===== config.mk =====
export PLATFORM = sky130hd
export DESIGN_NAME = fpu_op_scheduler
export DESIGN_NICKNAME = d
export VERILOG_FILES = /design/src/rtl/fpu_op_scheduler.sv
export SDC_FILE = /design/constraint.sdc
export NUM_CORES = 1
export LEC_CHECK = 0
export CAP_MARGIN = 10
export CORE_AREA = 2 2 204 206
export DETAILED_ROUTE_END_ITERATION = 16
export DIE_AREA = 0 0 206 208
export PLACE_DENSITY_LB_ADDON = 0.08
export RECOVER_POWER = 100
export SETUP_SLACK_MARGIN = 0.3
export SLEW_MARGIN = 10
export SYNTH_ARGS = -nofsm -noshare
export SYNTH_HDL_FRONTEND = slang
export SYNTH_SLANG_ARGS = --single-unit

===== constraint.sdc =====
create_clock -name clk -period 1.92 [get_ports clk]
set_input_delay 0.288 -clock clk [delete_from_list [all_inputs] [get_ports clk]]
set_output_delay 0.288 -clock clk [all_outputs]
set_load 0.005 [all_outputs]

===== src/rtl/fpu_op_scheduler.sv =====
// ---------------------------------------------------------------------------
// fpu_op_scheduler
//   Arbitrates two requesters onto one shared, fixed-latency FP datapath.
//   One operation is in flight at a time: IDLE -> START -> BUSY -> RESP.
//   Reserved ops (11) skip the datapath and answer with the canonical qNaN.
//
// Optional feature (compile-time macro): FPU_SCHED_NAN_BYPASS_EN
//   When defined, add/sub/mul with a NaN operand also skip the datapath
//   and answer with the canonical qNaN.
//
// Ports
//   clk, rst             clock, synchronous active-high reset
//   req_valid/req_ready  per-requester request handshake (2 bits)
//   req_op               2 bits per requester: 00 add, 01 sub, 10 mul, 11 rsvd
//   req_a, req_b         packed operands, requester i in [i*W +: W]
//   fpu_start            one-cycle launch pulse to the datapath
//   fpu_op, fpu_a, fpu_b latched operation, held until the response retires
//   fpu_result           datapath result, valid FPU_LATENCY cycles after start
//   resp_valid           one-hot result valid toward the owning requester
//   resp_ready           per-requester result accept
//   resp_data            result, stable while resp_valid is high
// ---------------------------------------------------------------------------
module fpu_op_scheduler #(
  parameter int SIGN_WIDTH        = 1,
  parameter int EXPONENT_WIDTH    = 11,
  parameter int SIGNIFICAND_WIDTH = 52,
  parameter int FPU_LATENCY       = 4
) (
  input  logic                                                         clk,
  input  logic                                                         rst,
  input  logic [1:0]                                                   req_valid,
  output logic [1:0]                                                   req_ready,
  input  logic [3:0]                                                   req_op,
  input  logic [2*(SIGN_WIDTH+EXPONENT_WIDTH+SIGNIFICAND_WIDTH)-1:0]   req_a,
  input  logic [2*(SIGN_WIDTH+EXPONENT_WIDTH+SIGNIFICAND_WIDTH)-1:0]   req_b,
  output logic                                                         fpu_start,
  output logic [1:0]                                                   fpu_op,
  output logic [SIGN_WIDTH+EXPONENT_WIDTH+SIGNIFICAND_WIDTH-1:0]       fpu_a,
  output logic [SIGN_WIDTH+EXPONENT_WIDTH+SIGNIFICAND_WIDTH-1:0]       fpu_b,
  input  logic [SIGN_WIDTH+EXPONENT_WIDTH+SIGNIFICAND_WIDTH-1:0]       fpu_result,
  output logic [1:0]                                                   resp_valid,
  input  logic [1:0]                                                   resp_ready,
  output logic [SIGN_WIDTH+EXPONENT_WIDTH+SIGNIFICAND_WIDTH-1:0]       resp_data
);

  localparam int W = SIGN_WIDTH + EXPONENT_WIDTH + SIGNIFICAND_WIDTH;

  localparam logic [1:0] OP_RSVD  = 2'b11;
  localparam logic [3:0] CNT_INIT = 4'(FPU_LATENCY - 1);

  // Canonical quiet NaN: sign 0, exponent all ones, significand MSB only.
  localparam logic [W-1:0] QNAN = {{SIGN_WIDTH{1'b0}}, {EXPONENT_WIDTH{1'b1}},
                                   1'b1, {(SIGNIFICAND_WIDTH-1){1'b0}}};

  typedef enum logic [1:0] {
    S_IDLE,
    S_START,
    S_BUSY,
    S_RESP
  } state_e;

  state_e         state_q;
  logic [3:0]     cnt_q;
  logic           owner_q;      // requester that owns the in-flight op
  logic           last_q;       // requester granted most recently
  logic           fpu_start_q;
  logic [1:0]     fpu_op_q;
  logic [W-1:0]   fpu_a_q;
  logic [W-1:0]   fpu_b_q;
  logic [1:0]     resp_valid_q;
  logic [W-1:0]   resp_data_q;

  logic           grant_id;
  logic           grant_any;
  logic [1:0]     sel_op;
  logic [W-1:0]   sel_a;
  logic [W-1:0]   sel_b;
  logic           bypass;

  // Round-robin pick: on a tie the requester not granted last wins.
  // NOTE: every signal written in always_comb gets a default first, so no
  // path leaves it unassigned and no latch is inferred.
  always_comb begin
    grant_id = req_valid[1];
    if (req_valid == 2'b11) grant_id = ~last_q;
  end

  assign grant_any = (state_q == S_IDLE) && (|req_valid);
  // The grant is combinational so a request withdrawn before this cycle
  // is never accepted.
  assign req_ready = grant_any ? (2'b01 << grant_id) : 2'b00;

  assign sel_op = grant_id ? req_op[3:2]   : req_op[1:0];
  assign sel_a  = grant_id ? req_a[W +: W] : req_a[0 +: W];
  assign sel_b  = grant_id ? req_b[W +: W] : req_b[0 +: W];

`ifdef FPU_SCHED_NAN_BYPASS_EN
  function automatic logic is_nan(input logic [W-1:0] x);
    return (&x[SIGNIFICAND_WIDTH +: EXPONENT_WIDTH]) && (|x[SIGNIFICAND_WIDTH-1:0]);
  endfunction

  assign bypass = (sel_op == OP_RSVD) || is_nan(sel_a) || is_nan(sel_b);
`else
  assign bypass = (sel_op == OP_RSVD);
`endif

  // NOTE: state is updated with non-blocking assignments and the reset is
  // sampled on the clock edge, so a mid-operation reset simply drops the op.
  always_ff @(posedge clk) begin
    if (rst) begin
      state_q      <= S_IDLE;
      cnt_q        <= '0;
      owner_q      <= 1'b0;
      last_q       <= 1'b1;
      fpu_start_q  <= 1'b0;
      fpu_op_q     <= 2'b00;
      fpu_a_q      <= '0;
      fpu_b_q      <= '0;
      resp_valid_q <= 2'b00;
      resp_data_q  <= '0;
    end else begin
      fpu_start_q <= 1'b0;
      unique case (state_q)
        S_IDLE: begin
          if (grant_any) begin
            owner_q  <= grant_id;
            fpu_op_q <= sel_op;
            fpu_a_q  <= sel_a;
            fpu_b_q  <= sel_b;
            if (bypass) begin
              resp_data_q  <= QNAN;
              resp_valid_q <= 2'b01 << grant_id;
              state_q      <= S_RESP;
            end else begin
              fpu_start_q <= 1'b1;      // high throughout START
              state_q     <= S_START;
            end
          end
        end
        S_START: begin
          cnt_q   <= CNT_INIT;
          state_q <= S_BUSY;
        end
        S_BUSY: begin
          // Counter reaching 0 marks the cycle fpu_result is valid.
          if (cnt_q == 4'd0) begin
            resp_data_q  <= fpu_result;
            resp_valid_q <= 2'b01 << owner_q;
            state_q      <= S_RESP;
          end else begin
            cnt_q <= cnt_q - 4'd1;
          end
        end
        S_RESP: begin
          // Only the owner's accept retires the response.
          if (resp_ready[owner_q]) begin
            resp_valid_q <= 2'b00;
            last_q       <= owner_q;
            state_q      <= S_IDLE;
          end
        end
        default: state_q <= S_IDLE;
      endcase
    end
  end

  assign fpu_start  = fpu_start_q;
  assign fpu_op     = fpu_op_q;
  assign fpu_a      = fpu_a_q;
  assign fpu_b      = fpu_b_q;
  assign resp_valid = resp_valid_q;
  assign resp_data  = resp_data_q;

endmodule


==> metrics.txt <==
outcome finished clean; synthesized area per cell about 9.5 µm²; Die Height 208 µm; CORE AREA about 40000 µm²; RSZ-0062 raised after global routing true; CTS H-tree depth 1; via/cell ratio 5.02; Worst-path clk slew around 0.060 ns; worst-path maximum fanout 9; WP data required approximately 2.4 ns; hold path endpoint fpu_b[50]$_SDFFE_PP0P_; sequential share of power between 20% and 30%; TritonCTS Buffers 27; Hold Path Class in -> reg; max-slew violations 0; R2R depth 10; total grt overflow 0; reg2reg setup slack between 0.05 and 0.06 ns; sequential fraction of the synthesis area between 40% and 50%; setup total negative slack 0 ns; Clk pwr share 23.5%; antenna violations before repair 5; Comb power frac a little under half; Worst setup EP type flip-flop; ANT nets after route 0; CTS tree yes; Detail Placement HPWL ~32 mm; WL final ~48 mm; final period utilization a little over nine tenths; Mapped Nets 1200; cell area after synthesis a little over 8000 µm²; number of global-route vias before repair between 10000 and 15000; Hold Path Stages 2; Worst-Margin Slew around 0.42 ns; Buffers & Inverters on Critical Path 5; Yosys cell types 40; crit path cell chain inv_2, ha_4, buf_12, o21ai_2, nor2_4, buf_12, clkbuf_4, clkbuf_2, a222oi_1, nor2_1; GP Congestion between 0.7 and 0.8; Multi-input gate area about 4000 µm²; IR drop worst, VDD between 700 and 800 µV; WS Path Type reg -> reg; Pwr per Cell Area between 1000 and 1500 nW/µm²; drt first pass iters 10; PnR worst setup slack around 0.060 ns; Arrival @ worst endpoint between 2 and 2.5 ns; Initial Util between 20% and 30%; Pint around 13000 µW; Reg-to-Reg End fpu_b[38]$_SDFFE_PP0P_; Ports 529; # DRC 0; FF-to-FF Start state_q[0]$_SDFFE_PP0P_; vias roughly 10000; flops & latches, synth between 200 and 250; Final #Nets ~1800; cell family with most CP delay buffers and inverters; share of layout cells above drive strength 1 14.9%; startpoint types flip-flop; placed cell area roughly 15000 µm²; pre-CTS WS -0.260 ns; Mapped Cells around 860; clk_lat worst skew between 0.5 and 0.6 ns; Die X approximately 210 µm; GRT Total Usage between 20 and 25%; Die ar. roughly 43000 µm²; DRT iter0 DRCs a little over 900; Final Hold Viols 0; Final Cell Area between 15000 and 20000 µm²; Hold Buf Count CTS 0; CTS max path bufs 3; switch share 36.2%; FF/Latch Area roughly 4000 µm²; clk sinks 205; Area Overhead vs Synth 95.5%; Psw 7300 µW; Min Clock Period, post-route roughly 1.9 ns; row count 74; Root Buffer clkbuf_16; Final Setup Violations 0; CP max stage delay around 0.33 ns; Syn. warnings 0; most used cell along the critical path buf_12; number of fill cells in the layout approximately 4200; Max-Slew Margin vs Limit between 70 and 80%; crit path max-delay cell type dfxtp_2; Max Freq between 500 and 600 MHz; drt wl/cell ~24 µm; Max-Cap Viols 0; port bufs around 530; Fin Clk Skew ~0.012 ns; largest net degree at the start of global routing 60; first-pass GRT wire length around 66 mm; leakage 0.00654 µW; worst hold start rst
-- cells by family after synthesis --
| group | synth area share (%) |
|---|---|
| compound gates | 28.7 |
| xor+xnor | 0.213 |
| fa+ha+maj | 1.06 |
| buf+inv | 5.83 |
| flops | 49.8 |
| mux | 0.912 |
| simple gates | 13.5 |
-- sequential cells by signal, summed over array words and instances, names as in the netlist --
signal      count
owner_q         1
state_q         2
fpu_a          64
resp_valid      2
last_q          1
resp_data      64
fpu_b          64
fpu_op          2
fpu_start       1
cnt_q           4
-- cell usage after synthesis --
library cell  count  area share (%)
a211o_1           1            0.11
a211oi_1          4            0.36
a211oi_2          1            0.15
a21boi_4          1            0.23
a21o_1            1           0.091
a21oi_1           4            0.24
a21oi_2           1            0.11
a221o_1           1            0.12
a222oi_1        128              16
a22o_1            1            0.11
a31oi_1          52             4.0
and2_1            2            0.15
buf_2            24             1.5
buf_4             6            0.55
buf_6             1            0.14
clkbuf_1         76             3.5
clkinv_1          1           0.046
dfxtp_1         205              50
ha_1              7             1.1
inv_1             4            0.18
mux2_1            1            0.14
mux2i_1           5            0.61
mux2i_2           1            0.17
nand2_1          60             2.7
nand3_1          54             3.3
nand4bb_1         1            0.14
nor2_1          135             6.2
nor2_2            2            0.15
nor2b_1           3            0.23
nor3_1            7            0.43
nor3b_1           1           0.091
o21ai_0           2            0.12
o21ai_1           1           0.061
o221a_1          10             1.4
o221a_2           2            0.27
o221ai_1         52             5.5
o22ai_2           1            0.15
o311a_1           1            0.12
or3b_4            1            0.14
xor2_1            2            0.21
-- layout by cell type (no fill, tap or decap), types with 3 or more instances in the layout --
| cell type | synthesis | routed |
|---|---|---|
| ha_1 | 7 | 4 |
| mux2i_1 | 5 | 5 |
| nand3_1 | 54 | 54 |
| nor2_1 | 135 | 134 |
| clkdlybuf4s50_1 | 0 | 328 |
| clkbuf_1 | 76 | 17 |
| buf_16 | 0 | 5 |
| nor2_4 | 0 | 3 |
| nand2_1 | 60 | 60 |
| ha_4 | 0 | 3 |
| a21oi_1 | 4 | 4 |
| clkbuf_16 | 0 | 31 |
| inv_2 | 0 | 4 |
| dfxtp_1 | 205 | 201 |
| nor3_1 | 7 | 7 |
| a222oi_1 | 128 | 128 |
| a211oi_1 | 4 | 3 |
| clkbuf_2 | 0 | 8 |
| buf_12 | 0 | 27 |
| buf_4 | 6 | 45 |
| o221a_1 | 10 | 10 |
| a31oi_1 | 52 | 52 |
| clkbuf_8 | 0 | 4 |
| diode_2 | 0 | 3 |
| o221ai_2 | 0 | 34 |
| dlygate4sd2_1 | 0 | 197 |
| clkbuf_4 | 0 | 4 |
| buf_6 | 1 | 19 |
| dfxtp_2 | 0 | 4 |
| o221ai_1 | 52 | 17 |
-- stage by stage --
stage | instances | hold WS (ns) | total power [µW] | utilization [%]
2_1_floorplan | 863 | 0.438 | 9970 | -
3_3_place_gp | 1883 | 0.452 | 15000 | 36.8
3_5_place_dp | 1883 | 0.453 | 14900 | 36.8
4_1_cts | 1955 | 0.0226 | 20000 | 39.4
5_1_grt | 1981 | 0.0310 | 21300 | 39.7
6_report | 1982 | 0.0513 | 20200 | 39.7
-- routing by layer --
| metal | GRT usage [%] | part of all wire, % | up-vias |
|---|---|---|---|
| met1 | 23.1 | 38 | 4878 |
| met3 | 6.47 | 8.6 | 60 |
| met2 | 36.4 | 52 | 420 |
| met5 | 0 | 0.092 | - |
| li1 | - | - | 4582 |
| met4 | 4.31 | 1.9 | 6 |
-- power by group through the flow --
stage | clock [µW] | combinational [µW] | sequential (µW)
3_5_place_dp | 0 | 8880 | 6050
6_report | 4750 | 9480 | 5960
5_1_grt | 5090 | 10100 | 6080
3_3_place_gp | 0 | 8920 | 6040
4_1_cts | 4900 | 9130 | 5960
2_1_floorplan | 0 | 3870 | 6090
-- worst max path at each step --
stage	start	endpoint	slack, ns	cells past startpoint
floorplan	cnt_q[1]$_SDFFE_PP0P_	resp_valid[0]$_SDFFE_PP0P_	0.17	6
finish	state_q[0]$_SDFFE_PP0P_	fpu_b[38]$_SDFFE_PP0P_	0.06	10
detailed placement	req_valid[1]	resp_data[22]$_SDFFE_PP0P_	-0.26	7
global route	cnt_q[1]$_SDFFE_PP0P_	state_q[1]$_SDFFE_PP0P_	0.007	7
CTS	cnt_q[1]$_SDFFE_PP0P_	state_q[1]$_SDFFE_PP0P_	0.07	7
global placement	req_valid[1]	resp_data[23]$_SDFFE_PP0P_	-0.22	7
-- what timing repair did --
item / 4_1_cts / 5_1_grt
gates cloned: 7 / 13
setup endpoints to repair: 398 / 178
buffers inserted: 18 / 11
pin swaps: 14 / 48
gates resized for setup: 251 / 35
-- cell type report --
class / count / area share (%)
Tap cell: 532 / 4.13
Sequential cell: 205 / 25.5
Clock inverter: 3 / 0.117
Antenna cell: 3 / 0.0466
Inverter: 5 / 0.117
Timing Repair Buffer: 644 / 40.4
Multi-Input combinational cell: 546 / 24.8
Clock buffer: 44 / 4.84
Power figures use the tool's default switching activity.
